--- config.mk ---
export PLATFORM = sky130hd
export DESIGN_NAME = capture_dram_ctrl
export DESIGN_NICKNAME = d
export VERILOG_FILES = /design/src/rtl/capture_dram_ctrl.sv
export SDC_FILE = /design/constraint.sdc
export NUM_CORES = 1
export LEC_CHECK = 0
export CAP_MARGIN = 20
export CORE_UTILIZATION = 40
export CTS_CLUSTER_DIAMETER = 30
export CTS_CLUSTER_SIZE = 24
export DETAILED_ROUTE_END_ITERATION = 7
export PLACE_DENSITY_LB_ADDON = 0.05
export SYNTH_ARGS = -nofsm -noshare
export SYNTH_HDL_FRONTEND = slang
export SYNTH_SLANG_ARGS = --single-unit
export TNS_END_PERCENT = 5
--- constraint.sdc ---
create_clock -name i_clk -period 4.6 [get_ports i_clk]
set_input_delay 0.46 -clock i_clk [delete_from_list [all_inputs] [get_ports i_clk]]
set_output_delay 0.46 -clock i_clk [all_outputs]
set_load 0.03 [all_outputs]
--- src/rtl/capture_dram_ctrl.sv ---
`timescale 1ns / 1ps
// capture_dram_ctrl
// Stores multi-word sniffer samples into a DRAM window, in one of two modes:
// one-shot (trigger, then fill the window) or circular (arm, record around the window,
// stop a programmable number of samples after trigger). It shares the single DRAM
// request port with a host readback path.
//
// Ports:
//   i_clk, i_reset          clock, synchronous active-high reset
//   o_dram_req/i_dram_ack   request held until the one-cycle acknowledge
//   o_dram_addr/we/data     request address, direction (1 = write), write data
//   i_sample_data/stb       WORDS*DATA_W sample, valid with the one-cycle strobe
//   i_mode, i_arm           0 = one-shot, 1 = circular; arm starts circular recording
//   i_trigger, i_post_count trigger pulse; circular samples to store after trigger
//   i_rd_addr(_changed)     readback address and read request pulse
//   o_wr_en, o_done         capture active; capture finished (sticky)
//   o_trig_addr, o_overrun  address of the trigger sample; sticky sample-drop flag
module capture_dram_ctrl #(
  parameter int unsigned       ADDR_W  = 24,
  parameter int unsigned       DATA_W  = 32,
  parameter int unsigned       WORDS   = 2,
  parameter logic [ADDR_W-1:0] BASE    = 24'h000000,
  parameter logic [ADDR_W-1:0] DEPTH   = 24'h600000,
  parameter logic [ADDR_W-1:0] RD_BASE = 24'h600000,
  parameter int unsigned       RD_W    = 22
) (
  input  logic                    i_clk,
  input  logic                    i_reset,
  output logic                    o_dram_req,
  input  logic                    i_dram_ack,
  output logic [ADDR_W-1:0]       o_dram_addr,
  output logic                    o_dram_we,
  output logic [DATA_W-1:0]       o_dram_data,
  input  logic [WORDS*DATA_W-1:0] i_sample_data,
  input  logic                    i_sample_stb,
  input  logic                    i_mode,
  input  logic                    i_arm,
  input  logic                    i_trigger,
  input  logic [15:0]             i_post_count,
  input  logic [RD_W-1:0]         i_rd_addr,
  input  logic                    i_rd_addr_changed,
  output logic                    o_wr_en,
  output logic                    o_done,
  output logic [ADDR_W-1:0]       o_trig_addr,
  output logic                    o_overrun
);

  localparam int unsigned       K_W      = (WORDS > 1) ? $clog2(WORDS) : 1;
  localparam logic [K_W-1:0]    K_LAST   = K_W'(WORDS - 1);
  localparam logic [ADDR_W-1:0] LAST_OFF = DEPTH - ADDR_W'(1);

  typedef enum logic [1:0] {StDispatch, StWrWait, StWrGap, StRdWait} state_e;

  state_e                  r_state,     w_state_nxt;
  logic                    r_req,       w_req_nxt;
  logic [ADDR_W-1:0]       r_addr,      w_addr_nxt;
  logic                    r_we,        w_we_nxt;
  logic [DATA_W-1:0]       r_data,      w_data_nxt;
  logic                    r_wr_en,     w_wr_en_nxt;
  logic                    r_done,      w_done_nxt;
  logic [ADDR_W-1:0]       r_trig_addr, w_trig_addr_nxt;
  logic                    r_overrun,   w_overrun_nxt;
  logic [ADDR_W-1:0]       r_offset,    w_offset_nxt;
  logic [ADDR_W-1:0]       r_samp_off,  w_samp_off_nxt;
  logic [K_W-1:0]          r_k,         w_k_nxt;
  logic [WORDS*DATA_W-1:0] r_buf,       w_buf_nxt;
  logic                    r_pend,      w_pend_nxt;
  logic                    r_rd_pend,   w_rd_pend_nxt;
  logic                    r_mode,      w_mode_nxt;
  logic                    r_triggered, w_triggered_nxt;
  logic [15:0]             r_post,      w_post_nxt;

  logic              w_wrap, w_in_write, w_complete;
  logic              w_start_one, w_start_circ, w_trig_circ;
  logic [K_W-1:0]    w_k_sel;
  logic [DATA_W-1:0] w_word;
  logic [15:0]       w_post_dec;

  assign w_wrap       = (r_offset == LAST_OFF);
  assign w_in_write   = (r_state == StWrWait) || (r_state == StWrGap);
  assign w_complete   = (r_state == StWrWait) && i_dram_ack && (r_k == '0);
  assign w_start_one  = i_trigger && !r_wr_en && !i_mode;
  assign w_start_circ = i_arm && !r_wr_en && i_mode;
  assign w_trig_circ  = i_trigger && r_wr_en && r_mode && !r_triggered;
  assign w_post_dec   = (r_post == 16'd0) ? 16'd0 : r_post - 16'd1;
  // Most-significant word leaves first; r_k is already decremented when in WR_GAP.
  assign w_k_sel      = (r_state == StWrGap) ? r_k : K_LAST;
  assign w_word       = r_buf[w_k_sel*DATA_W +: DATA_W];

  always_comb begin
    w_state_nxt     = r_state;
    w_req_nxt       = r_req;
    w_addr_nxt      = r_addr;
    w_we_nxt        = r_we;
    w_data_nxt      = r_data;
    w_wr_en_nxt     = r_wr_en;
    w_done_nxt      = r_done;
    w_trig_addr_nxt = r_trig_addr;
    w_overrun_nxt   = r_overrun;
    w_offset_nxt    = r_offset;
    w_samp_off_nxt  = r_samp_off;
    w_k_nxt         = r_k;
    w_buf_nxt       = r_buf;
    w_pend_nxt      = r_pend;
    w_rd_pend_nxt   = r_rd_pend | i_rd_addr_changed;
    w_mode_nxt      = r_mode;
    w_triggered_nxt = r_triggered;
    w_post_nxt      = r_post;

    // Single holding buffer: it stays occupied until the last word of its sample is acked.
    if (i_sample_stb && r_wr_en) begin
      if (!r_pend) begin
        w_buf_nxt  = i_sample_data;
        w_pend_nxt = 1'b1;
      end else begin
        w_overrun_nxt = 1'b1;
      end
    end

    if (w_trig_circ) begin
      w_triggered_nxt = 1'b1;
      w_trig_addr_nxt = BASE + (w_in_write ? r_samp_off : r_offset);
      w_post_nxt      = i_post_count;
      // Zero post count with nothing left to finish stops right away.
      if (i_post_count == 16'd0 && (!r_pend || w_complete)) begin
        w_wr_en_nxt = 1'b0;
        w_done_nxt  = 1'b1;
        w_pend_nxt  = 1'b0;
      end
    end

    unique case (r_state)
      StDispatch: begin
        if (r_rd_pend) begin
          w_req_nxt     = 1'b1;
          w_we_nxt      = 1'b0;
          w_addr_nxt    = RD_BASE | ADDR_W'(i_rd_addr);
          w_rd_pend_nxt = i_rd_addr_changed;
          w_state_nxt   = StRdWait;
        end else if (r_pend) begin
          w_req_nxt      = 1'b1;
          w_we_nxt       = 1'b1;
          w_addr_nxt     = BASE + r_offset;
          w_data_nxt     = w_word;
          w_k_nxt        = K_LAST;
          w_samp_off_nxt = r_offset;
          w_state_nxt    = StWrWait;
        end
      end
      StWrWait: begin
        if (i_dram_ack) begin
          w_req_nxt    = 1'b0;
          w_we_nxt     = 1'b0;
          w_addr_nxt   = '0;
          w_offset_nxt = w_wrap ? '0 : r_offset + ADDR_W'(1);
          if (r_k != '0) begin
            w_k_nxt     = r_k - K_W'(1);
            w_state_nxt = StWrGap;
          end else begin
            w_pend_nxt  = 1'b0;
            w_state_nxt = StDispatch;
            // DEPTH is a multiple of WORDS, so the window end always falls on a sample end.
            if (!r_mode && w_wrap) begin
              w_wr_en_nxt = 1'b0;
              w_done_nxt  = 1'b1;
            end
            if (r_mode && r_triggered) begin
              w_post_nxt = w_post_dec;
              if (w_post_dec == 16'd0) begin
                w_wr_en_nxt = 1'b0;
                w_done_nxt  = 1'b1;
              end
            end
          end
        end
      end
      StWrGap: begin
        w_req_nxt   = 1'b1;
        w_we_nxt    = 1'b1;
        w_addr_nxt  = BASE + r_offset;
        w_data_nxt  = w_word;
        w_state_nxt = StWrWait;
      end
      StRdWait: begin
        if (i_dram_ack) begin
          w_req_nxt   = 1'b0;
          w_we_nxt    = 1'b0;
          w_addr_nxt  = '0;
          w_state_nxt = StDispatch;
        end
      end
      default: w_state_nxt = StDispatch;
    endcase

    // Starts only happen with wr_en=0, when no sample write is in flight.
    if (w_start_one) begin
      w_wr_en_nxt     = 1'b1;
      w_offset_nxt    = '0;
      w_trig_addr_nxt = BASE;
      w_done_nxt      = 1'b0;
      w_overrun_nxt   = 1'b0;
      w_mode_nxt      = 1'b0;
      w_triggered_nxt = 1'b0;
    end else if (w_start_circ) begin
      w_wr_en_nxt     = 1'b1;
      w_offset_nxt    = '0;
      w_done_nxt      = 1'b0;
      w_overrun_nxt   = 1'b0;
      w_mode_nxt      = 1'b1;
      w_triggered_nxt = 1'b0;
    end
  end

  always_ff @(posedge i_clk) begin
    if (i_reset) begin
      r_state     <= StDispatch;
      r_req       <= 1'b0;
      r_addr      <= '0;
      r_we        <= 1'b0;
      r_data      <= '0;
      r_wr_en     <= 1'b0;
      r_done      <= 1'b0;
      r_trig_addr <= '0;
      r_overrun   <= 1'b0;
      r_offset    <= '0;
      r_samp_off  <= '0;
      r_k         <= '0;
      r_buf       <= '0;
      r_pend      <= 1'b0;
      r_rd_pend   <= 1'b0;
      r_mode      <= 1'b0;
      r_triggered <= 1'b0;
      r_post      <= '0;
    end else begin
      r_state     <= w_state_nxt;
      r_req       <= w_req_nxt;
      r_addr      <= w_addr_nxt;
      r_we        <= w_we_nxt;
      r_data      <= w_data_nxt;
      r_wr_en     <= w_wr_en_nxt;
      r_done      <= w_done_nxt;
      r_trig_addr <= w_trig_addr_nxt;
      r_overrun   <= w_overrun_nxt;
      r_offset    <= w_offset_nxt;
      r_samp_off  <= w_samp_off_nxt;
      r_k         <= w_k_nxt;
      r_buf       <= w_buf_nxt;
      r_pend      <= w_pend_nxt;
      r_rd_pend   <= w_rd_pend_nxt;
      r_mode      <= w_mode_nxt;
      r_triggered <= w_triggered_nxt;
      r_post      <= w_post_nxt;
    end
  end

  assign o_dram_req  = r_req;
  assign o_dram_addr = r_addr;
  assign o_dram_we   = r_we;
  assign o_dram_data = r_data;
  assign o_wr_en     = r_wr_en;
  assign o_done      = r_done;
  assign o_trig_addr = r_trig_addr;
  assign o_overrun   = r_overrun;

endmodule
==> metrics.txt <==
# TYPE chip_impl_metric gauge
chip_impl_info{name="run_status",value="completed"} 1
chip_impl_info{name="hold_path_class",value="in -> reg"} 1
chip_impl_metric{name="largest_net_degree_at_the_start_of_global_routing",unit=""} 79
chip_impl_metric{name="tritoncts.num_buffers",unit=""} 51
chip_impl_metric{name="crit_path_depth",unit=""} 6
chip_impl_info{name="timing.critical_path.cells",value="nand4_1 > nor2_1 > and4_1 > nand4_1 > or4_1 > a41o_1"} 1
chip_impl_metric{name="area.sequential",unit="µm²"} 4400
chip_impl_info{name="start_kind",value="flop"} 1
chip_impl_metric{name="via_count_of_the_first_global_routing_pass",unit=""} 7563
chip_impl_metric{name="post_synth.cell_area_avg",unit="µm²"} 8.37
chip_impl_metric{name="yosysSeqAreaShare",unit="%"} 47.6
chip_impl_metric{name="num_vias",unit=""} 8231
chip_impl_metric{name="grt_usage",unit="%"} 20.8
chip_impl_metric{name="totalNegativeSetupSlack",unit="ps"} 0
chip_impl_metric{name="detailed_place_hpwl",unit="µm"} 16400
chip_impl_metric{name="grt_pass1_wl",unit="µm"} 40000
chip_impl_metric{name="detail_route.drc_violations",unit=""} 0
chip_impl_metric{name="initial_util",unit="%"} 40.9
chip_impl_info{name="slowest_stage",value="sky130_fd_sc_hd__dfxtp_1"} 1
chip_impl_metric{name="drt_wl_total",unit="µm"} 25100
chip_impl_metric{name="antenna_found_initial",unit=""} 0
chip_impl_metric{name="synthDistinctLibCells",unit=""} 60
chip_impl_metric{name="power_leakage",unit="nW"} 4.77
chip_impl_metric{name="worst_pin_slew",unit="ps"} 1080
chip_impl_metric{name="drt-initial-drc-count",unit=""} 348
chip_impl_info{name="worstSetupEndpoint",value="o_wr_en$_SDFF_PP0_"} 1
chip_impl_metric{name="report.final.hold_viol_count",unit=""} 0
chip_impl_info{name="clockRootBuffer",value="sky130_fd_sc_hd__clkbuf_16"} 1
chip_impl_metric{name="core_area",unit="µm²"} 22600
chip_impl_metric{name="ioPinCount",unit=""} 195
chip_impl_info{name="critPathCaptureType",value="flop"} 1
chip_impl_info{name="synth_top_flop_cell",value="sky130_fd_sc_hd__dfxtp_1"} 1
chip_impl_metric{name="async_reset_ff_share",unit="%"} 0
chip_impl_metric{name="fin_crit_sh",unit="%"} 54.5
chip_impl_metric{name="multi_input_combinational_cell_area",unit="µm²"} 4480
chip_impl_metric{name="floorplan.rows",unit=""} 55
chip_impl_info{name="tritoncts",value="yes"} 1
chip_impl_metric{name="fin_crit",unit="ps"} 2510
chip_impl_metric{name="design.final.nets",unit=""} 1391
chip_impl_metric{name="fin_util",unit="%"} 57.8
chip_impl_metric{name="postCtsHoldBufs",unit=""} 0
chip_impl_metric{name="critical_path.max_fanout",unit=""} 13
chip_impl_metric{name="r2r_setup_slk",unit="ps"} 2090
chip_impl_metric{name="clock-skew-final",unit="ps"} 17.4
chip_impl_metric{name="timing.fmax",unit="GHz"} 0.399
chip_impl_metric{name="synth-seq-cells",unit=""} 220
chip_impl_metric{name="power_density",unit="nW/µm²"} 616
chip_impl_metric{name="chipHeight",unit="µm"} 154
chip_impl_metric{name="drt-vias-per-instance",unit=""} 5.12
chip_impl_metric{name="port_buffers",unit=""} 193
chip_impl_metric{name="drv.max_cap_violation_count",unit=""} 0
chip_impl_info{name="rsz_0062_raised_after_global_routing",value="false"} 1
chip_impl_metric{name="synth_edf_count",unit=""} 0
chip_impl_metric{name="critPathMaxStageDelay",unit="ps"} 520
chip_impl_metric{name="count_of_buffer_and_inverter_cells_on_the_critical_path",unit=""} 0
chip_impl_metric{name="sinks_on_clock_net",unit=""} 220
chip_impl_metric{name="fill_cells",unit=""} 2071
chip_impl_info{name="crit-reg2reg-launch",value="r_offset[6]$_SDFFE_PP0P_"} 1
chip_impl_metric{name="drt_pre_antenna_iters",unit=""} 5
chip_impl_metric{name="r2r.worst_path.cells",unit=""} 6
chip_impl_metric{name="finalMaxSlewViolations",unit=""} 0
chip_impl_metric{name="drtAntennaViolNets",unit=""} 0
chip_impl_metric{name="syn-cell-area",unit="µm²"} 9260
chip_impl_metric{name="final-setup-viol-count",unit=""} 0
chip_impl_metric{name="clkTransAtPathRegs",unit="ps"} 40
chip_impl_metric{name="required",unit="ps"} 5010
chip_impl_metric{name="ir_drop",unit="V"} 0.000300
chip_impl_metric{name="htreeDepth",unit=""} 2
chip_impl_metric{name="routedWlPerCell",unit="µm"} 15.6
chip_impl_info{name="worst_path_most_repeated_cell",value="sky130_fd_sc_hd__nand4_1"} 1
chip_impl_metric{name="grt_remaining_overflow",unit=""} 0
chip_impl_info{name="critical_path.reg2reg.endpoint",value="o_wr_en$_SDFF_PP0_"} 1
chip_impl_metric{name="fp.dieW",unit="µm"} 154
chip_impl_info{name="crit_type",value="reg -> reg"} 1
chip_impl_metric{name="synth_cells",unit=""} 1106
chip_impl_metric{name="cts.path.max_buffers",unit=""} 3
chip_impl_metric{name="critPathArrivalTime",unit="ps"} 2920
chip_impl_info{name="crit_path_start",value="r_offset[6]$_SDFFE_PP0P_"} 1
chip_impl_info{name="path_delay_family",value="simple AND/OR/NAND/NOR gates"} 1
chip_impl_metric{name="postSynthNetCount",unit=""} 1222
chip_impl_metric{name="relSlewSlack",unit="%"} 28.2
chip_impl_metric{name="ctsResizeCount",unit=""} 0
chip_impl_metric{name="syn_to_final_growth",unit="%"} 41.5
chip_impl_metric{name="postCtsSetupBuffers",unit=""} 0
chip_impl_metric{name="gp_congestion",unit=""} 0.857
chip_impl_metric{name="synth-warning-count",unit=""} 0
chip_impl_metric{name="layout-drive-gt1-share",unit="%"} 9.56
chip_impl_metric{name="clk-insertion-delay-late",unit="ps"} 530
chip_impl_metric{name="design.die.area",unit="µm²"} 23800
per-layer routing:
metal / track usage (%) / part of all wire, % / routed length, µm
met1: 28.3 / 47 / 11900
met2: 31.2 / 44 / 11100
met3: 6.51 / 6.8 / 1720
met4: 6.24 / 1.3 / 337
met5: 0 / 0 / 0
placed cells by master, fill, tap and decap left out, types with 3 or more instances in the layout:
cell	n
sky130_fd_sc_hd__clkbuf_8	7
sky130_fd_sc_hd__clkdlybuf4s50_1	192
sky130_fd_sc_hd__nand4_1	13
sky130_fd_sc_hd__xor2_1	18
sky130_fd_sc_hd__a21oi_1	114
sky130_fd_sc_hd__xnor2_1	8
sky130_fd_sc_hd__inv_1	6
sky130_fd_sc_hd__clkinvlp_4	9
sky130_fd_sc_hd__nand3_1	14
sky130_fd_sc_hd__and3_1	5
sky130_fd_sc_hd__a222oi_1	3
sky130_fd_sc_hd__buf_4	13
sky130_fd_sc_hd__dfxtp_1	220
sky130_fd_sc_hd__or4_1	3
sky130_fd_sc_hd__a22oi_1	3
sky130_fd_sc_hd__nor2b_1	3
sky130_fd_sc_hd__diode_2	6
sky130_fd_sc_hd__and2_1	3
sky130_fd_sc_hd__a221oi_1	22
sky130_fd_sc_hd__mux2i_1	59
sky130_fd_sc_hd__a211oi_1	62
sky130_fd_sc_hd__clkinv_2	13
sky130_fd_sc_hd__nor2_1	136
sky130_fd_sc_hd__bufinv_16	7
sky130_fd_sc_hd__o21ai_0	7
sky130_fd_sc_hd__nor4_1	11
sky130_fd_sc_hd__clkbuf_16	52
sky130_fd_sc_hd__nand3b_1	3
sky130_fd_sc_hd__ha_1	6
sky130_fd_sc_hd__nor3_1	29
sky130_fd_sc_hd__nand2_1	221
sky130_fd_sc_hd__clkbuf_1	5
stage by stage:
step	setup WS [ps]	instance area, µm²	total power, W	hold WS (ps)	instances
floorplan	2370	9260	0.00371	436	1106
global placement	1760	11300	0.00443	440	1507
detailed placement	1720	11300	0.00444	446	1507
CTS	2080	13100	0.00815	347	1603
global route	1830	13100	0.00843	352	1603
finish	2090	13100	0.00807	371	1609
kinds of logic (layout without fill, tap and decap cells):
logic type | Yosys count | after routing | synth area share (%)
fa+ha+maj | 6 | 6 | 0.811
xor+xnor | 26 | 26 | 2.46
flops | 220 | 220 | 47.6
mux | 59 | 59 | 6.38
buf+inv | 96 | 308 | 4.23
other cells | 0 | 6 | 0
simple gates | 469 | 469 | 22.5
compound gates | 230 | 230 | 16.0
flip-flops by register name (all words and copies together) (netlist names):
| name | flops |
|---|---|
| o_dram_addr | 24 |
| o_overrun | 1 |
| o_dram_req | 1 |
| r_k | 1 |
| o_dram_data | 32 |
| o_trig_addr | 24 |
| r_post | 16 |
| r_buf | 64 |
| r_offset | 24 |
| o_done | 1 |
| r_rd_pend | 1 |
| o_wr_en | 1 |
| r_state | 2 |
| r_triggered | 1 |
| r_mode | 1 |
| r_pend | 1 |
| r_samp_off | 24 |
| o_dram_we | 1 |
worst register-to-register path: stages (launching register included):
cell,delay (ps)
sky130_fd_sc_hd__dfxtp_1,520
sky130_fd_sc_hd__nand4_1,200
sky130_fd_sc_hd__nor2_1,250
sky130_fd_sc_hd__and4_1,520
sky130_fd_sc_hd__nand4_1,170
sky130_fd_sc_hd__or4_1,470
sky130_fd_sc_hd__a41o_1,260
final cells by class:
class / instances / area share [%]
Antenna cell: 6 / 0.115
Tap cell: 285 / 2.72
Multi-Input combinational cell: 790 / 34.2
Inverter: 7 / 0.201
Clock inverter: 32 / 2.88
Timing Repair Buffer: 205 / 15.4
Sequential cell: 220 / 33.6
Clock buffer: 64 / 10.8
cell usage after synthesis (3+ instances only):
master	number	area share (%)
sky130_fd_sc_hd__buf_2	21	1.1
sky130_fd_sc_hd__clkbuf_1	60	2.4
sky130_fd_sc_hd__nor3_1	29	1.6
sky130_fd_sc_hd__nor2_1	137	5.6
sky130_fd_sc_hd__and2_1	3	0.20
sky130_fd_sc_hd__nand2_1	221	9.0
sky130_fd_sc_hd__nand3b_1	3	0.24
sky130_fd_sc_hd__mux2i_1	59	6.4
sky130_fd_sc_hd__a221oi_1	22	2.1
sky130_fd_sc_hd__a211oi_1	62	5.0
sky130_fd_sc_hd__a222oi_1	3	0.32
sky130_fd_sc_hd__or4_1	3	0.24
sky130_fd_sc_hd__nand3_1	14	0.76
sky130_fd_sc_hd__ha_1	6	0.81
sky130_fd_sc_hd__xnor2_1	8	0.76
sky130_fd_sc_hd__o21ai_0	7	0.38
sky130_fd_sc_hd__nor4_1	11	0.74
sky130_fd_sc_hd__nor2b_1	3	0.20
sky130_fd_sc_hd__dfxtp_1	220	48
sky130_fd_sc_hd__nand4_1	13	0.88
sky130_fd_sc_hd__buf_1	6	0.24
sky130_fd_sc_hd__and3_1	5	0.34
sky130_fd_sc_hd__inv_1	6	0.24
sky130_fd_sc_hd__xor2_1	18	1.7
sky130_fd_sc_hd__a22oi_1	3	0.24
sky130_fd_sc_hd__a21oi_1	114	6.2
how the worst min path moves through the flow:
| stage | from | endpoint | slack [ps] | cells after the start |
|---|---|---|---|---|
| 3_5_place_dp | r_buf[14]$_SDFFE_PP0P_ | r_buf[14]$_SDFFE_PP0P_ | 450 | 2 |
| 6_report | i_reset | r_buf[13]$_SDFFE_PP0P_ | 370 | 2 |
| 3_3_place_gp | o_dram_addr[23]$_SDFFE_PP0P_ | o_dram_addr[23]$_SDFFE_PP0P_ | 440 | 2 |
| 5_1_grt | i_reset | r_buf[51]$_SDFFE_PP0P_ | 350 | 2 |
| 2_1_floorplan | r_buf[0]$_SDFFE_PP0P_ | r_buf[0]$_SDFFE_PP0P_ | 440 | 2 |
| 4_1_cts | i_reset | r_buf[13]$_SDFFE_PP0P_ | 350 | 2 |
report_power, final:
part / switching [W] / total, W / internal (W)
clock: 0.00111 / 0.00367 / 0.00256
sequential: 0.000139 / 0.00229 / 0.00215
combinational: 0.00128 / 0.00212 / 0.000839
total: 0.00252 / 0.00807 / 0.00555
Note: power is estimated with default switching activity, not from simulation.
